File: src/rtl/frame_tx_pkg.sv
// frame_tx_pkg: shared definitions for the framed serial transmitter.
//   FLAG      - 7-bit frame delimiter, sent left bit first.
//   FLAG_LEN  - number of bits in FLAG.
//   STUFF_RUN - consecutive payload ones after which a 0 is stuffed.
//   BYTE_BITS - serial bits per payload byte (9 with parity, else 8).
//   state_e   - transmitter FSM states.
// Build option: define TX_PARITY_EN to add an even-parity bit after each byte.
package frame_tx_pkg;

  localparam logic [6:0]  FLAG      = 7'b0111110;
  localparam int unsigned FLAG_LEN  = 7;
  localparam int unsigned STUFF_RUN = 4;

`ifdef TX_PARITY_EN
  localparam int unsigned BYTE_BITS = 9;

  typedef enum logic [2:0] {
    StIdle,
    StOpenFlag,
    StShift,
    StStuff,
    StParity,
    StCloseFlag
  } state_e;
`else
  localparam int unsigned BYTE_BITS = 8;

  typedef enum logic [2:0] {
    StIdle,
    StOpenFlag,
    StShift,
    StStuff,
    StCloseFlag
  } state_e;
`endif

endpackage

File: src/rtl/frame_tx_stuff_ctr.sv
// stuff_ctr: counts consecutive emitted ones (0..STUFF_RUN) and requests a stuff bit.
//   i_clk, i_rst_n - clock, asynchronous active-low reset
//   i_clear        - clear the run (frame start)
//   i_bit_en       - a counted bit is being emitted this cycle
//   i_bit          - value of that bit
//   o_stuff_req    - this cycle's bit completes a run of STUFF_RUN ones; a 0 is owed next
module stuff_ctr
  import frame_tx_pkg::*;
(
  input  logic i_clk,
  input  logic i_rst_n,
  input  logic i_clear,
  input  logic i_bit_en,
  input  logic i_bit,
  output logic o_stuff_req
);

  logic [2:0] r_run;

  always_ff @(posedge i_clk or negedge i_rst_n) begin
    if (!i_rst_n) begin
      r_run <= '0;
    end else if (i_clear) begin
      r_run <= '0;
    end else if (i_bit_en) begin
      // The stuffed 0 itself arrives here as an emitted 0 and clears the run.
      r_run <= i_bit ? r_run + 3'd1 : 3'd0;
    end
  end

  assign o_stuff_req = i_bit_en & i_bit & (r_run == 3'(STUFF_RUN - 1));

endmodule

File: src/rtl/frame_tx.sv
// frame_tx: flag-delimited, bit-stuffed serial frame transmitter.
//   i_clk, i_rst_n  - clock, asynchronous active-low reset
//   i_start, i_len  - frame request and payload byte count (sampled in idle only)
//   i_data_in       - payload byte, sent MSB first
//   i_data_valid    - i_data_in is valid
//   o_data_ready    - combinational: byte is taken this cycle if i_data_valid
//   o_ser_out       - serial line, idles high
//   o_busy          - frame in progress
//   o_done          - one-cycle pulse after the closing flag
//   o_err           - one-cycle pulse on payload underrun
// Build option: TX_PARITY_EN appends an even-parity bit to every byte.
module frame_tx
  import frame_tx_pkg::*;
#(
  parameter int unsigned LEN_W = 4
) (
  input  logic             i_clk,
  input  logic             i_rst_n,
  input  logic             i_start,
  input  logic [LEN_W-1:0] i_len,
  input  logic [7:0]       i_data_in,
  input  logic             i_data_valid,
  output logic             o_data_ready,
  output logic             o_ser_out,
  output logic             o_busy,
  output logic             o_done,
  output logic             o_err
);

  state_e           r_state, w_state_next;
  logic [2:0]       r_flag_cnt;
  logic [3:0]       r_bit_cnt;   // bits of the current byte already emitted
  logic [LEN_W-1:0] r_remain;
  logic [7:0]       r_shift;
  logic             r_done;
  logic             w_flag_last, w_flag_bit, w_avail, w_fetch_pt, w_load;
  logic             w_bit_en, w_bit, w_stuff_req;
`ifdef TX_PARITY_EN
  logic             r_par;
`endif

  assign w_flag_last = (r_flag_cnt == 3'(FLAG_LEN - 1));
  assign w_flag_bit  = FLAG[3'(FLAG_LEN - 1) - r_flag_cnt];
  assign w_avail     = (r_remain != '0) & i_data_valid;

  // Bits that take part in stuffing: payload, parity and the stuff bit itself.
`ifdef TX_PARITY_EN
  assign w_bit_en = (r_state == StShift) | (r_state == StStuff) | (r_state == StParity);
  assign w_bit    = (r_state == StShift) ? r_shift[7] : (r_state == StParity) ? r_par : 1'b0;
`else
  assign w_bit_en = (r_state == StShift) | (r_state == StStuff);
  assign w_bit    = (r_state == StShift) ? r_shift[7] : 1'b0;
`endif

  stuff_ctr u_stuff_ctr (
    .i_clk      (i_clk),
    .i_rst_n    (i_rst_n),
    .i_clear    ((r_state == StIdle) & i_start),
    .i_bit_en   (w_bit_en),
    .i_bit      (w_bit),
    .o_stuff_req(w_stuff_req)
  );

  // A fetch point is the last cycle before the next byte's first bit would go out.
  always_comb begin
    w_state_next = r_state;
    w_fetch_pt   = 1'b0;
    o_ser_out    = 1'b1;
    unique case (r_state)
      StIdle: begin
        if (i_start) w_state_next = StOpenFlag;
      end
      StOpenFlag: begin
        o_ser_out = w_flag_bit;
        if (w_flag_last) begin
          w_fetch_pt   = 1'b1;
          w_state_next = w_avail ? StShift : StCloseFlag;
        end
      end
      StShift: begin
        o_ser_out = w_bit;
        if (w_stuff_req) begin
          w_state_next = StStuff;
        end else if (r_bit_cnt == 4'd7) begin
`ifdef TX_PARITY_EN
          w_state_next = StParity;
`else
          w_fetch_pt   = 1'b1;
          w_state_next = w_avail ? StShift : StCloseFlag;
`endif
        end
      end
`ifdef TX_PARITY_EN
      StParity: begin
        o_ser_out = w_bit;
        if (w_stuff_req) begin
          w_state_next = StStuff;
        end else begin
          w_fetch_pt   = 1'b1;
          w_state_next = w_avail ? StShift : StCloseFlag;
        end
      end
`endif
      StStuff: begin
        o_ser_out = 1'b0;
        if (r_bit_cnt < 4'd8) begin
          w_state_next = StShift;
`ifdef TX_PARITY_EN
        end else if (r_bit_cnt == 4'd8) begin
          w_state_next = StParity;
`endif
        end else begin
          w_fetch_pt   = 1'b1;
          w_state_next = w_avail ? StShift : StCloseFlag;
        end
      end
      StCloseFlag: begin
        o_ser_out = w_flag_bit;
        if (w_flag_last) w_state_next = StIdle;
      end
      default: w_state_next = StIdle;
    endcase
  end

  assign o_data_ready = w_fetch_pt & (r_remain != '0);
  assign o_err        = o_data_ready & ~i_data_valid;
  assign w_load       = o_data_ready & i_data_valid;
  assign o_busy       = (r_state != StIdle);
  assign o_done       = r_done;

  always_ff @(posedge i_clk or negedge i_rst_n) begin
    if (!i_rst_n) begin
      r_state    <= StIdle;
      r_flag_cnt <= '0;
      r_bit_cnt  <= '0;
      r_remain   <= '0;
      r_shift    <= '0;
      r_done     <= 1'b0;
`ifdef TX_PARITY_EN
      r_par      <= 1'b0;
`endif
    end else begin
      r_state <= w_state_next;
      r_done  <= (r_state == StCloseFlag) & w_flag_last;
      if (((r_state == StOpenFlag) || (r_state == StCloseFlag)) && !w_flag_last) begin
        r_flag_cnt <= r_flag_cnt + 3'd1;
      end else begin
        r_flag_cnt <= '0;
      end
      if ((r_state == StIdle) && i_start) r_remain <= i_len;
      if (w_load) begin
        r_shift   <= i_data_in;
        r_bit_cnt <= '0;
        r_remain  <= r_remain - LEN_W'(1);
`ifdef TX_PARITY_EN
        r_par     <= ^i_data_in;
`endif
      end else if (r_state == StShift) begin
        r_shift   <= {r_shift[6:0], 1'b0};
        r_bit_cnt <= r_bit_cnt + 4'd1;
`ifdef TX_PARITY_EN
      end else if (r_state == StParity) begin
        r_bit_cnt <= r_bit_cnt + 4'd1;
`endif
      end
    end
  end

endmodule

File: config.mk
export PLATFORM = sky130hd
export DESIGN_NAME = frame_tx
export DESIGN_NICKNAME = d
export VERILOG_FILES = /design/src/rtl/frame_tx_pkg.sv /design/src/rtl/frame_tx_stuff_ctr.sv /design/src/rtl/frame_tx.sv
export SDC_FILE = /design/constraint.sdc
export NUM_CORES = 1
export LEC_CHECK = 0
export CAP_MARGIN = 20
export CORE_UTILIZATION = 35
export DETAILED_ROUTE_END_ITERATION = 16
export GPL_TIMING_DRIVEN = 0
export PLACE_DENSITY = 0.57
export RECOVER_POWER = 50
export SETUP_SLACK_MARGIN = 0.05
export SKIP_CTS_REPAIR_TIMING = 1
export SLEW_MARGIN = 20
export SYNTH_ARGS = -nofsm -noshare
export SYNTH_HDL_FRONTEND = slang
export SYNTH_SLANG_ARGS = --single-unit
File: constraint.sdc
create_clock -name i_clk -period 3.5 [get_ports i_clk]
set_input_delay 0.7 -clock i_clk [delete_from_list [all_inputs] [get_ports i_clk]]
set_output_delay 0.7 -clock i_clk [all_outputs]
set_load 0.02 [all_outputs]
==> results_dict.tcl, run 1 <==
set metrics [dict create \
    clk_path_buf_depth 2 \
    critPathKind "reg2out" \
    antenna_found_initial 0 \
    cellPowerDensity_nw_per_um2 751 \
    ctsHtreeMaxLevel 1 \
    synth_nets 176 \
    drt_pass1_iterations 4 \
    dieArea_um2 4420 \
    synth_common_cells "26 x dfrtp_1, 21 x nand2_1, 13 x nor2_1" \
    fin_skew_ns 0.00466 \
    worstPathArrival_ns 2.53 \
    syn_avg_cell_area_um2 9.50 \
    ir_worst_vdd_mv 0.236 \
    cpPeakStageDelay_ns 0.60 \
    yosysMostFrequentCell "dfrtp_1" \
    period_share_pct 92.2 \
    ant_nets 0 \
    startpoint_type "flip-flop" \
    outcome "finished clean" \
    fill_cells 375 \
    synth_edf_count 0 \
    core_um2 4000 \
    slew_headroom_pct 6.35 \
    drc 0 \
    synth_top_flop_cell "dfrtp_1" \
    synth_top_area_share_pct 44.8 \
    muxShareOfSynthArea_pct 7.23 \
    timing.fmax_ghz 0.310 \
    drv_cap 0 \
    ios 21 \
    floorplan.initialDensity_pct 36.3 \
    cts_buffers 3 \
    final_layout_size_suffix_gt1_share_pct 7.39 \
    die_h_um 66.5 \
    cts_sinks 26 \
    row_count 23 \
    synthAdderAreaFrac_pct 6.02 \
    synth-compound-area-share_pct 16.1 \
    hp-class "reg2reg" \
    rsz0062_at_grt "false" \
    nNetsFinal 201 \
    netlist_area_um2 1450 \
    tightest_slew_ns 1.40 \
    crit_buf_inv 2 \
    vias_per_cell 5.12 \
    synth_warnings 0 \
    netlist.top_cell.by_area "dfrtp_1" \
    worst-path-max-fanout 4 \
    cp.required_ns 2.80 \
    ys_types 39 \
    area_growth_pct 20.5 \
    power.leakage_nw 0.738 \
    design_area_um2 1750 \
    gr-usage-all-layers_pct 16.0 \
    synthSimpleGateAreaFrac_pct 18.9 \
    grt_pass1_wl_um 5290 \
    ys_seq_elements 26 \
    place_hpwl_um 2260 \
    port_buffers 20 \
    wirelength_um 3060 \
    cp_top_family "compound AO/OA/AOI/OAI gates" \
    async_flop_share_pct 100 \
    setup-violations-final 0 \
    synth_xor_area_share_pct 3.01 \
    slew_violations 0 \
    placed_cell_area_um2 1710 \
    grt-ovfl-total 0 \
    routed-via-count 1157 \
    cp_slowest_cell "clkdlybuf4s50_1" \
    wl_per_cell_um 13.5 \
    syn_inst 153 \
    cts_tree "yes" \
    die_w_um 66.5 \
    cts.root.buffer_cell "clkbuf_8" \
    hold_violations 0 \
    finalWeightedCongestion 0.838 \
    cp-end-kind "output port" \
    synth_top_family_by_area "simple AND/OR/NAND/NOR gates" \
    drt_iter0_markers 108 \
    antenna_cells 0 \
    worstPathCellList "inv_1 -> ha_1 -> nand3b_1 -> a2111oi_2 -> a31o_2 -> nor2b_1 -> clkdlybuf4s50_1" \
    tns_ns 0 \
    grt_pass1_vias 1162 \
    synth.top_cells.by_area "dfrtp_1 45%, mux2i_1 6.2%, ha_1 6.0%" \
    clkTransAtPathRegs_ns 0.09 \
    final.min_clock_period_ns 3.23 \
    synth.yosys.seq_area_share_pct 44.8 \
    insertion_delay_ns 0.27 \
    grt_max_degree 27 \
]
==> where the power goes <==
group | internal [mW] | switching (mW) | leakage, nW
clock | 0.0771 | 0.0921 | 0.0216
combinational | 0.281 | 0.333 | 0.393
sequential | 0.427 | 0.105 | 0.323
==> layer usage <==
| layer | routed length [µm] | GRT usage [%] | part of all wire, % |
|---|---|---|---|
| met5 | 0 | 0 | 0 |
| met4 | 18 | 6.12 | 0.59 |
| met3 | 98 | 3.08 | 3.2 |
| met2 | 1480 | 26.0 | 48 |
| met1 | 1460 | 20.8 | 48 |
==> metrics by stage <==
step                      setup WS, ns  instances  total power [mW]  hold WS [ns]  util, %
final                            0.272        226              1.32         0.463     43.8
after global routing             0.103        226              1.44         0.482     43.8
after CTS                        0.259        226              1.33         0.447     43.8
after detailed placement         0.568        223              1.16         0.453     42.8
after global placement           0.599        223              1.13         0.442     42.9
after floorplan                   1.00        153             0.966         0.404        -
==> sequential cells by signal, summed over array words and instances, names as in the netlist <==
name and count:
r_flag_cnt 3, u_stuff_ctr.r_run 3, r_remain 4, r_shift 8, r_state 3, r_bit_cnt 4, o_done 1
==> cells by family (layout without fill, tap and decap cells) <==
logic type	Yosys count	after routing
compound gates	33	33
xor+xnor	5	5
fa+ha+maj	7	7
buf+inv	14	37
flops	26	26
mux	10	10
simple gates	58	58
==> cell usage in the layout, fill, tap and decap left out, types with 2 or more instances in the layout <==
cell,Yosys,routed
nor3_1,4,4
a21oi_1,8,8
xor2_1,3,3
nand2_1,21,21
clkdlybuf4s50_1,0,19
mux2i_1,9,9
nor3b_1,3,3
nand2b_1,2,2
nand3b_1,2,2
nand3_1,7,7
o22ai_1,2,2
ha_1,7,7
o21ai_0,9,9
clkbuf_1,3,4
nor2_1,13,13
dfrtp_1,26,26
inv_1,7,7
xnor2_1,2,2
clkbuf_8,0,3
buf_2,4,4
==> final timing paths <==
check                              start       endpoint  slack [ns]  cells past startpoint
hold reg to reg            r_flag_cnt[0]  r_flag_cnt[0]        0.46                      1
setup / recovery           r_flag_cnt[0]          o_err        0.27                      7
max in group asynchronous        i_rst_n     r_shift[4]        1.94                      1
hold / removal             r_flag_cnt[0]  r_flag_cnt[0]        0.46                      1
setup reg to reg           r_flag_cnt[0]    r_remain[3]        1.26                      7
min in group asynchronous        i_rst_n  r_flag_cnt[2]        0.73                      1
==> layout make-up <==
class / count / area (µm²) / share of cell area, %
Inverter: 7 / 26.3 / 1.50
Sequential cell: 26 / 651 / 37.1
Tap cell: 50 / 62.6 / 3.57
Clock buffer: 3 / 41.3 / 2.36
Timing Repair Buffer: 20 / 194 / 11.1
Buffer: 7 / 31.3 / 1.79
Multi-Input combinational cell: 113 / 746 / 42.6
(Power assumes the default switching activity.)
==> inputs of run 2 (changes only) <==
--- a/config.mk
+++ b/config.mk
@@ -8,2 +8,3 @@
 export CAP_MARGIN = 20
+export CORE_MARGIN = 3
 export CORE_UTILIZATION = 35
==> constraint.sdc (replaced) <==
create_clock -name i_clk -period 3.5 [get_ports i_clk]
set_input_delay 0.525 -clock i_clk [delete_from_list [all_inputs] [get_ports i_clk]]
set_output_delay 0.525 -clock i_clk [all_outputs]
set_load 0.02 [all_outputs]
==> results_dict.tcl, run 2 (synthesis results as in run 1) <==
set metrics [dict create \
    slew_violations 0 \
    ant_nets 0 \
    grt_pass1_wl_um 5130 \
    grt-ovfl-total 0 \
    cts_tree "yes" \
    drt_iter0_markers 64 \
    outcome "finished clean" \
    routed-via-count 1186 \
    ctsHtreeMaxLevel 1 \
    hp-class "reg2reg" \
    tns_ns 0 \
    place_hpwl_um 2270 \
    nNetsFinal 201 \
    die_h_um 70.5 \
    die_w_um 70.5 \
    timing.fmax_ghz 0.329 \
    worst-path-max-fanout 4 \
    reg.largest.list "r_shift: 8 flops, r_bit_cnt: 4 flops, r_remain: 4 flops" \
    drc 0 \
    clk_path_buf_depth 2 \
    drt_pass1_iterations 4 \
    final.min_clock_period_ns 3.04 \
    cellPowerDensity_nw_per_um2 760 \
    cp-end-kind "output port" \
    slew_headroom_pct 5.15 \
    cp.required_ns 2.97 \
    cp_slowest_cell "clkdlybuf4s50_1" \
    startpoint_type "flip-flop" \
    floorplan.initialDensity_pct 38.0 \
    cpPeakStageDelay_ns 0.62 \
    final_layout_size_suffix_gt1_share_pct 7.91 \
    critPathKind "reg2out" \
    drv_cap 0 \
    ios 21 \
    tightest_slew_ns 1.42 \
    cts.root.buffer_cell "clkbuf_8" \
    mostFrequentLayoutCells "26 x dfrtp_1, 21 x nand2_1, 19 x clkdlybuf4s50_1, 13 x nor2_1" \
    top_register "r_shift" \
    final_common_cell "dfrtp_1" \
    row_count 22 \
    core_um2 3830 \
    min_path_cells 1 \
    setup-violations-final 0 \
    fill_cells 378 \
    largest_register_ffs 8 \
    port_buffers 20 \
    crit_buf_inv 2 \
    rsz0062_at_grt "false" \
    fin_skew_ns 0.00503 \
    clkTransAtPathRegs_ns 0.09 \
    r2r_cells 7 \
    power.leakage_nw 0.745 \
    grt_max_degree 27 \
    cts_buffers 3 \
    finalWeightedCongestion 0.776 \
    grt_pass1_vias 1124 \
    cp_top_family "buffers and inverters" \
    area_growth_pct 21.3 \
    antenna_cells 0 \
    fin_util_pct 46.1 \
    wl_per_cell_um 13.6 \
    wirelength_um 3070 \
    crit_cells 7 \
    worstPathCellList "inv_1 -> ha_1 -> nor3b_1 -> a2111oi_2 -> a31o_2 -> nor2b_1 -> clkdlybuf4s50_1" \
    worstPathArrival_ns 2.52 \
    hold_violations 0 \
    period_share_pct 86.9 \
    cts_sinks 26 \
    dieArea_um2 4960 \
    insertion_delay_ns 0.27 \
    antenna_found_initial 0 \
    gr-usage-all-layers_pct 12.7 \
    ir_worst_vdd_mv 0.238 \
    vias_per_cell 5.27 \
]
-- run 2: cell types whose count changed in the layout (fill, tap and decap cells not counted), sizes merged --
| cell | previous run | this run |
|---|---|---|
| clkbuf | 7 | 8 |
-- run 2: metal layers --
metal / routed length [µm] / share of wire (%) / GRT usage, %
met5: 0 / 0 / 0
met2: 1470 / 48 / 20.9
met4: 25 / 0.82 / 2.98
met1: 1460 / 48 / 16.4
met3: 103 / 3.4 / 3.60
-- run 2: worst register-to-register path, cell delays in order, from the launching register on --
cell	delay, ns
dfrtp_1	0.40
inv_1	0.06
ha_1	0.24
nor3b_1	0.16
a2111oi_2	0.47
a32o_2	0.26
mux2_4	0.31
o221a_1	0.24
-- run 2: layout make-up --
class	instances	area [µm²]	share of cell area [%]
repair buffers	20	194	11.0
flip-flops and latches	26	651	36.9
inverters	7	26.3	1.49
well taps	48	60.1	3.41
plain buffers	7	31.3	1.77
clock buffers	4	55.1	3.12
multi-input cells	113	746	42.3
-- run 2: path summary, 6_finish.rpt --
| check | start | end | slack [ns] |
|---|---|---|---|
| setup / recovery | r_remain[0] | o_err | 0.46 |
| hold / removal | r_flag_cnt[0] | r_flag_cnt[0] | 0.46 |
| setup reg to reg | r_remain[0] | r_remain[3] | 1.26 |
| hold reg to reg | r_flag_cnt[0] | r_flag_cnt[0] | 0.46 |
| max in group asynchronous | i_rst_n | r_shift[0] | 2.10 |
| min in group asynchronous | i_rst_n | r_flag_cnt[2] | 0.57 |
-- run 2: metrics by stage --
| stage | total power, mW | hold slack, ns | instances | setup WS (ns) | instance area, µm² |
|---|---|---|---|---|---|
| 2_1_floorplan | 0.966 | 0.229 | 153 | 1.18 | 1450 |
| 3_3_place_gp | 1.13 | 0.440 | 221 | 0.763 | 1710 |
| 3_5_place_dp | 1.15 | 0.459 | 221 | 0.712 | 1710 |
| 4_1_cts | 1.35 | 0.275 | 225 | 0.414 | 1760 |
| 5_1_grt | 1.45 | 0.493 | 225 | 0.282 | 1760 |
| 6_report | 1.34 | 0.465 | 225 | 0.458 | 1760 |
-- run 2: power breakdown --
| part | switching [mW] | internal [mW] | leakage (nW) |
|---|---|---|---|
| Clock | 0.0955 | 0.101 | 0.0288 |
| Combinational | 0.331 | 0.282 | 0.393 |
| Sequential | 0.104 | 0.428 | 0.323 |
